**config.mk**
```make
export PLATFORM = sky130hd
export DESIGN_NAME = rtc_bus_scheduler
export DESIGN_NICKNAME = d
export VERILOG_FILES = /design/src/rtl/rtc_pkg.sv /design/src/rtl/rtc_step_counter.sv /design/src/rtl/rtc_bus_scheduler.sv
export SDC_FILE = /design/constraint.sdc
export NUM_CORES = 1
export LEC_CHECK = 0
export CAP_MARGIN = 20
export CORE_ASPECT_RATIO = 0.8
export CORE_MARGIN = 3
export CORE_UTILIZATION = 51
export DETAILED_ROUTE_END_ITERATION = 6
export MAX_ROUTING_LAYER = met4
export PLACE_DENSITY = 0.82
export SLEW_MARGIN = 20
export SYNTH_ARGS = -nofsm -noshare
export SYNTH_HDL_FRONTEND = slang
export SYNTH_SLANG_ARGS = --single-unit
```
**constraint.sdc**
```tcl
create_clock -name clk -period 5.7 [get_ports clk]
set_clock_uncertainty 0.05 [all_clocks]
set_input_delay 0.57 -clock clk [delete_from_list [all_inputs] [get_ports clk]]
set_output_delay 0.57 -clock clk [all_outputs]
set_load 0.005 [all_outputs]
```
**src/rtl/rtc_pkg.sv**
```systemverilog
// rtl/rtc_pkg.sv - shared types and step constants for the RTC bus scheduler
package rtc_pkg;

    typedef enum logic [1:0] {
        IDLE = 2'd0,
        ADDR = 2'd1,
        DATA = 2'd2,
        DONE = 2'd3
    } state_t;

    typedef enum logic {
        OP_RD = 1'b0,
        OP_WR = 1'b1
    } op_t;

    // Step indices within one bus transaction (counter value 0..27).
    localparam logic [4:0] ADDR_LAST = 5'd8;
    localparam logic [4:0] CS_ON_A   = 5'd1;
    localparam logic [4:0] CS_OFF_A  = 5'd7;
    localparam logic [4:0] WR_ON_A   = 5'd2;
    localparam logic [4:0] WR_OFF_A  = 5'd6;
    localparam logic [4:0] CS_ON_D   = 5'd10;
    localparam logic [4:0] CS_OFF_D  = 5'd25;
    localparam logic [4:0] STB_ON_D  = 5'd11;
    localparam logic [4:0] STB_OFF_D = 5'd24;
    localparam logic [4:0] CAP_STEP  = 5'd24;
    localparam logic [4:0] DATA_LAST = 5'd26;
    localparam logic [4:0] STEP_LAST = 5'd27;

endpackage

```
**src/rtl/rtc_step_counter.sv**
```systemverilog
// rtl/rtc_step_counter.sv - 5-bit transaction step counter, wraps after LAST
// Ports: clk, clear (synchronous, active-high), en (advance one step), step (current value).
module rtc_step_counter #(
    parameter logic [4:0] LAST = 5'd27
) (
    input  logic       clk,
    input  logic       clear,
    input  logic       en,
    output logic [4:0] step
);

    always_ff @(posedge clk) begin
        if (clear) begin
            step <= 5'd0;
        end else if (en) begin
            step <= (step == LAST) ? 5'd0 : step + 5'd1;
        end
    end

endmodule

```
**src/rtl/rtc_bus_scheduler.sv**
```systemverilog
// rtl/rtc_bus_scheduler.sv - arbitrates and sequences the multiplexed RTC bus
// Ports: clk, reset_clk (sync active-high); reader rd_req/rd_addr/rd_gnt/rd_data/rd_valid;
// writer wr_req/wr_addr/wr_data/wr_gnt/wr_done; busy; registered RTC pins bus_cs_n,
// bus_rd_n, bus_wr_n, bus_ad_sel, bus_ad_o, bus_ad_oe; bus_ad_i read back from the pads.
// Optional macro RTC_SCHED_RR_EN: round-robin arbitration instead of fixed writer priority.
module rtc_bus_scheduler #(
    parameter int STEP_LAST = 27,
    parameter int ADDR_W    = 8,
    parameter int DATA_W    = 8
) (
    input  logic              clk,
    input  logic              reset_clk,
    input  logic              rd_req,
    input  logic [ADDR_W-1:0] rd_addr,
    output logic              rd_gnt,
    output logic [DATA_W-1:0] rd_data,
    output logic              rd_valid,
    input  logic              wr_req,
    input  logic [ADDR_W-1:0] wr_addr,
    input  logic [DATA_W-1:0] wr_data,
    output logic              wr_gnt,
    output logic              wr_done,
    output logic              busy,
    output logic              bus_cs_n,
    output logic              bus_rd_n,
    output logic              bus_wr_n,
    output logic              bus_ad_sel,
    output logic [DATA_W-1:0] bus_ad_o,
    output logic              bus_ad_oe,
    input  logic [DATA_W-1:0] bus_ad_i
);
    import rtc_pkg::*;

    state_t            state, state_n;
    op_t               op;
    logic [4:0]        step, nxt_step;
    logic [ADDR_W-1:0] addr_q, nxt_addr;
    logic [DATA_W-1:0] data_q, nxt_data;
    logic              grant, pick_wr, nxt_active, nxt_wr;
    logic              p_cs_n, p_rd_n, p_wr_n, p_sel, p_oe;
    logic [DATA_W-1:0] p_ad_o;

    rtc_step_counter #(.LAST(5'(STEP_LAST))) u_step (
        .clk   (clk),
        .clear (reset_clk),
        .en    (state != IDLE),
        .step  (step)
    );

`ifdef RTC_SCHED_RR_EN
    // prio_wr: the writer wins a tie; flips to the other side on every grant.
    logic prio_wr;
    assign pick_wr = wr_req && (!rd_req || prio_wr);

    always_ff @(posedge clk) begin
        if (reset_clk) begin
            prio_wr <= 1'b1;
        end else if (grant) begin
            prio_wr <= !pick_wr;
        end
    end
`else
    assign pick_wr = wr_req;
`endif

    assign grant    = (state == IDLE) && !reset_clk && (rd_req || wr_req);
    assign wr_gnt   = grant && pick_wr;
    assign rd_gnt   = grant && !pick_wr;
    assign busy     = (state != IDLE);
    assign rd_valid = (state == DONE) && (op == OP_RD);
    assign wr_done  = (state == DONE) && (op == OP_WR);

    always_comb begin
        state_n = state;
        case (state)
            IDLE:    if (grant) state_n = ADDR;
            ADDR:    if (step == ADDR_LAST) state_n = DATA;
            DATA:    if (step == DATA_LAST) state_n = DONE;
            default: state_n = IDLE;
        endcase
    end

    // Pins are registered, so the pattern is decoded for the step the next cycle shows.
    always_comb begin
        nxt_step   = (state == IDLE) ? 5'd0 : step + 5'd1;
        nxt_active = (state_n != IDLE);
        nxt_wr     = grant ? pick_wr : (op == OP_WR);
        nxt_addr   = grant ? (pick_wr ? wr_addr : rd_addr) : addr_q;
        nxt_data   = grant ? wr_data : data_q;
        p_cs_n     = 1'b1;
        p_rd_n     = 1'b1;
        p_wr_n     = 1'b1;
        p_sel      = 1'b0;
        p_oe       = 1'b0;
        p_ad_o     = '0;
        if (nxt_active) begin
            if (nxt_step <= ADDR_LAST) begin
                p_sel  = 1'b1;
                p_oe   = 1'b1;
                p_ad_o = nxt_addr;
                p_cs_n = !(nxt_step >= CS_ON_A && nxt_step <= CS_OFF_A);
                p_wr_n = !(nxt_step >= WR_ON_A && nxt_step <= WR_OFF_A);
            end else if (nxt_step <= DATA_LAST) begin
                p_cs_n = !(nxt_step >= CS_ON_D && nxt_step <= CS_OFF_D);
                if (nxt_wr) begin
                    p_oe   = 1'b1;
                    p_ad_o = nxt_data;
                    p_wr_n = !(nxt_step >= STB_ON_D && nxt_step <= STB_OFF_D);
                end else begin
                    p_rd_n = !(nxt_step >= STB_ON_D && nxt_step <= STB_OFF_D);
                end
            end
        end
    end

    always_ff @(posedge clk) begin
        if (reset_clk) begin
            state      <= IDLE;
            op         <= OP_RD;
            addr_q     <= '0;
            data_q     <= '0;
            rd_data    <= '0;
            bus_cs_n   <= 1'b1;
            bus_rd_n   <= 1'b1;
            bus_wr_n   <= 1'b1;
            bus_ad_sel <= 1'b0;
            bus_ad_oe  <= 1'b0;
            bus_ad_o   <= '0;
        end else begin
            state      <= state_n;
            addr_q     <= nxt_addr;
            data_q     <= nxt_data;
            bus_cs_n   <= p_cs_n;
            bus_rd_n   <= p_rd_n;
            bus_wr_n   <= p_wr_n;
            bus_ad_sel <= p_sel;
            bus_ad_oe  <= p_oe;
            bus_ad_o   <= p_ad_o;
            if (grant) begin
                op <= pick_wr ? OP_WR : OP_RD;
            end
            if (state == DATA && op == OP_RD && step == CAP_STEP) begin
                rd_data <= bus_ad_i;
            end
        end
    end

endmodule
```
Word-level counts from Yosys, hierarchy flattened
Index checks and enable logic that the tools add are counted.
{"block": "totals", "elab_cells": 80, "inputBits": 36, "register_bits": 45, "output_inout_bits": 26}
{"block": "classes", "addsub": 1, "order_cmp": 10, "n_mux": 23, "reduce_logical": 24, "n_bitwise": 3, "eq_ne": 7}
{"cell": "$mux W8", "n": 6}
{"cell": "$eq A5 B5 Y1 const B", "n": 3}
{"cell": "$le A5 B5 Y1 const B", "n": 3}
{"cell": "$logic_and A1 B1 Y1", "n": 12}
{"cell": "$mux W1", "n": 11}
{"cell": "$ge A5 B4 Y1 const B", "n": 2}
{"cell": "$le A5 B3 Y1 const B", "n": 2}
{"cell": "$mux W5", "n": 2}
{"cell": "$logic_not A1 Y1", "n": 6}
{"cell": "$mux W2", "n": 3}
{"cell": "$pmux W2 S3", "n": 1}
{"cell": "$add A5 B1 Y5 const B", "n": 1}
{"cell": "$eq A5 B4 Y1 const B", "n": 1}
{"cell": "$ge A5 B1 Y1 const B", "n": 1}
{"cell": "$ge A5 B2 Y1 const B", "n": 1}
{"cell": "$le A5 B4 Y1 const B", "n": 1}
{"cell": "$reduce_or A5 Y1", "n": 1}
{"cell": "$eq A2 B2 Y1 const B", "n": 2}
{"cell": "$reduce_bool A2 Y1", "n": 2}
{"cell": "$not A1 Y1", "n": 3}
{"cell": "$eq A2 B1 Y1 const B", "n": 1}
{"cell": "$logic_not A2 Y1", "n": 1}
{"cell": "$reduce_or A2 Y1", "n": 1}
{"cell": "$logic_or A1 B1 Y1", "n": 1}

Depth between registers and ports, before layout
{"block": "logic_depth", "ltp_word": 8, "mapped_depth": 8, "depth_no_buf": 7}

Cells and area by module
Synthesis repeated with hierarchy kept, for this count alone.
{"block": "hier_totals", "hier_cells": 240, "area_unflattened_um2": 2238.4}
{"module": "rtc_bus_scheduler", "cells_each": 218, "area_each_um2": 2011.9, "n_inst": 1, "seq_area_each_um2": 800.8}
{"module": "rtc_step_counter", "cells_each": 22, "area_each_um2": 226.5, "n_inst": 1, "seq_area_each_um2": 100.1}

Least setup slack after synthesis
No wires, ideal clock.
{"block": "synth_path", "path_type": "input port to output port", "startpoint": "in reset_clk", "endpoint": "out rd_gnt", "path_stages": 3, "arrival_time_ns": 1.237, "setup_slack_ns": 3.843, "path_buffers": 1, "t_required_ns": 5.080, "cell_sequence": "or3_1 -> buf_6 -> nor3_1"}
{"block": "synth_between", "elab_chain_cells": 4}
{"element": "from (decl)", "line_no": "rtc_bus_scheduler.sv:12", "source": "input logic reset_clk,"}
{"element": "$logic_not A1 Y1", "line_no": "rtc_bus_scheduler.sv:66", "source": "assign grant = (state == IDLE) && !reset_clk && (rd_req || wr_req);"}
{"element": "$logic_and A1 B1 Y1 (2 in a row)", "line_no": "rtc_bus_scheduler.sv:66"}
{"element": "$logic_and A1 B1 Y1", "line_no": "rtc_bus_scheduler.sv:68", "source": "assign rd_gnt = grant && !pick_wr;"}
{"element": "to (decl)", "line_no": "rtc_bus_scheduler.sv:15", "source": "output logic rd_gnt,"}
No other way between the ends.

Final worst setup path
{"block": "layout_path", "startpoint": "in reset_clk", "endpoint": "out wr_gnt"}
{"block": "layout_between", "elab_chain_cells": 4}
{"element": "$logic_not A1 Y1", "line_no": "rtc_bus_scheduler.sv:66"}
{"element": "$logic_and A1 B1 Y1 (2 in a row)", "line_no": "rtc_bus_scheduler.sv:66"}
{"element": "$logic_and A1 B1 Y1", "line_no": "rtc_bus_scheduler.sv:67", "source": "assign wr_gnt = grant && pick_wr;"}
{"element": "to (decl)", "line_no": "rtc_bus_scheduler.sv:21", "source": "output logic wr_gnt,"}
No other way between the ends.

==> out/qor.yml <==
power:
  netSwitchingPower_uw: 164
  pwr-share-seq_pct: 48.6
  power_density_nw_per_um2: 245
  sw_frac_of_total_pct: 23.5
  power_leakage_uw: 0.00102
  clkPwrFrac_pct: 35.2
  power_frac_comb_pct: 16.2
  ir_worst_vdd_mv: 0.142
  p_int_uw: 532
logic_synthesis:
  synth_area_leaders: "sky130_fd_sc_hd__dfxtp_1 43%, sky130_fd_sc_hd__mux2i_1 7.6%, sky130_fd_sc_hd__nor2b_1 5.9%"
  avgSynthCellArea_um2: 9.28
  postSynth.asyncResetShare_pct: 0
  synth_top_area_cell: "sky130_fd_sc_hd__dfxtp_1"
  number_of_warnings_printed_during_yosys_synthesis: 0
  synthDominantCellAreaShare_pct: 42.6
  synthCells: 228
  seq_area_frac_synth_pct: 42.6
  ys_dominant_reg_cell: "sky130_fd_sc_hd__dfxtp_1"
  synth_seq_cells: 45
  mappedNetlistNets: 267
  number_of_enable_type_register_cells_in_the_synthesized_netlist: 0
  synthesis.area_um2: 2120
  yosysUniqueCellTypes: 43
timing:
  timing_hold_violations_final: 0
  timing.max_slew.rel_slack_pct: 47.2
  grt_setup_unrepaired: "false"
  finalSetupViolations: 0
  achievable-frequency_mhz: 284
  layout_worst_path_cycle_share_pct: 61.8
  whs_ns: 0.449
  finalSetupTns_ns: 0
  timing_worst_slew_pin_value_ns: 0.788
  period_minus_slack_ns: 3.52
  final-max-slew-violation-count: 0
  least_setup_slack_across_all_paths_after_layout_ns: 2.18
cts:
  cts.repair.resized: 0
  cts_num_sinks: 45
  tritoncts: "yes"
  cts-root-buf: "sky130_fd_sc_hd__clkbuf_8"
  post-cts-setup-buffer-count: 0
  cts_hold_buffers: 0
  cts-buffers-inserted: 5
  htreeDepth: 2
  cts.clk_slew.worst_paths_ns: 0.08
  clk_path_buf_depth: 2
  clock_insertion_delay_at_the_later_pin_of_the_skew_report_ns: 0.29
cells_and_area:
  layout-drive-gt1-share_pct: 6.71
  mostFrequentLayoutCells: "61 x sky130_fd_sc_hd__clkdlybuf4s50_1, 45 x sky130_fd_sc_hd__dfxtp_1, 26 x sky130_fd_sc_hd__nor2_1, 20 x sky130_fd_sc_hd__nor2b_1, 16 x sky130_fd_sc_hd__mux2i_1"
  syn_to_final_growth_pct: 33.9
  nNetsFinal: 321
  layout.cells.most_common: "sky130_fd_sc_hd__clkdlybuf4s50_1"
  diodes: 0
drt:
  drt_first_pass_iters: 4
  routed_wire_length_per_instance_um: 14.9
  route.vias.total: 1857
  route.final.wire_length_um: 5040
  drt_iter0_markers: 153
  route.detailed.drc: 0
  vias_per_cell: 5.49
  route.antenna.remaining_nets: 0
floorplanning:
  design.core.area_um2: 3900
  die_area_um2: 4960
  die_height_um: 63.6
  floorplan.initialDensity_pct: 54.2
  core.rowCount: 20
  fp.dieW_um: 78.0
  ioPinCount: 62
worst_setup_path:
  ff2ff_setup_slack_ns: 3.17
  crit_path_max_fanout: 13
  crit_path_start_kind: "primary input"
  criticalPathCategory: "in2out"
  endpoint_type_of_the_worst_setup_path: "output port"
  cp_data_required_time_ns: 5.08
  worst-endpoint-arrival_ns: 2.90
grt:
  antenna_found_initial: 0
  first_global_vias: 1710
  grt_first_pass_wirelength_um: 8320
  grt_util_all_layers_pct: 21.7
  grt_max_degree: 24
  grt_remaining_overflow: 0
placed_design:
  io_buffers: 61
  detailedPlacementHpwl_um: 3800
  gp_congestion: 0.896
  dpl_worst_slack_ns: 2.18
worst_hold_path:
  min_path_type: "reg2reg"
run_status:
  run_status: "completed"
run:
  timing.max_cap.violations: 0
power groups by stage:
stage	sequential (µW)	combinational (µW)	clock [µW]
2_1_floorplan	343	63.5	0
3_3_place_gp	345	110	0
3_5_place_dp	346	112	0
4_1_cts	338	113	250
5_1_grt	341	123	262
6_report	338	113	245
metal layers:
layer | up-vias | wire (µm) | GRT usage (%)
met1 | 866 | 2420 | 30.5
met4 | 0 | 40 | 6.33
met3 | 5 | 342 | 4.71
met2 | 71 | 2230 | 31.1
li1 | 915 | - | -
met5 | - | 0 | -
synthesized netlist by cell type, types with 3 or more instances:
| library cell | instances |
|---|---|
| sky130_fd_sc_hd__dfxtp_1 | 45 |
| sky130_fd_sc_hd__nor2_1 | 26 |
| sky130_fd_sc_hd__nor2b_1 | 20 |
| sky130_fd_sc_hd__mux2i_1 | 16 |
| sky130_fd_sc_hd__o21ai_0 | 14 |
| sky130_fd_sc_hd__a22oi_1 | 9 |
| sky130_fd_sc_hd__a31oi_1 | 9 |
| sky130_fd_sc_hd__nand2_1 | 9 |
| sky130_fd_sc_hd__a21oi_1 | 8 |
| sky130_fd_sc_hd__o2bb2ai_1 | 8 |
| sky130_fd_sc_hd__nand3_1 | 7 |
| sky130_fd_sc_hd__buf_2 | 6 |
| sky130_fd_sc_hd__nor3_1 | 5 |
| sky130_fd_sc_hd__nand2b_1 | 4 |
| sky130_fd_sc_hd__buf_4 | 3 |
| sky130_fd_sc_hd__clkbuf_1 | 3 |
| sky130_fd_sc_hd__ha_1 | 3 |
| sky130_fd_sc_hd__inv_1 | 3 |
final timing paths:
check / cells past startpoint / from / endpoint
worst min register to register: 2 / rd_data[2]$_SDFFE_PP0P_ / rd_data[2]$_SDFFE_PP0P_
worst max register to register: 6 / u_step.step[0]$_SDFFE_PP0N_ / bus_ad_o[2]$_SDFF_PP0_
worst min-delay path: 2 / rd_data[2]$_SDFFE_PP0P_ / rd_data[2]$_SDFFE_PP0P_
worst max-delay path: 4 / reset_clk / wr_gnt
cell families (layout without fill, tap and decap cells):
group	count (synthesis)	in the layout	share of synthesized area, %
simple gates	82	82	20.6
compound gates	58	58	19.2
flops	45	45	42.6
buf+inv	18	73	4.79
mux	17	17	8.63
xor+xnor	5	5	2.43
fa+ha+maj	3	3	1.77
final cells by class:
type                       count  area (µm²)
sequential                    45         901
tap                           55        68.8
clock inverter                 1        30.0
clock buffer                   7        86.3
fill                         317        1070
inverter                       3        11.3
timing repair buffer          62         618
multi-input combinational    165        1120
critical path, cell delays in order:
cell and delay, ns:
sky130_fd_sc_hd__clkdlybuf4s50_1 0.61, sky130_fd_sc_hd__nor3_2 0.68, sky130_fd_sc_hd__and2_1 0.46, sky130_fd_sc_hd__clkdlybuf4s50_1 0.58
metrics by stage:
stage / utilization, % / total power (µW) / std cells / area, µm²
final: 72.6 / 696 / 338 / 2830
after global routing: 72.6 / 725 / 338 / 2830
after CTS: 72.6 / 701 / 338 / 2830
after detailed placement: 69.6 / 457 / 330 / 2720
after global placement: 69.6 / 455 / 330 / 2720
after floorplan: - / 406 / 228 / 2120
sequential cells by signal, summed over array words and instances, names as in the netlist:
signal,flops
data_q,8
addr_q,8
bus_rd_n,1
rd_data,8
bus_ad_sel,1
bus_ad_oe,1
bus_cs_n,1
state,2
op,1
bus_ad_o,8
bus_wr_n,1
u_step.step,5
(Power assumes the default switching activity.)
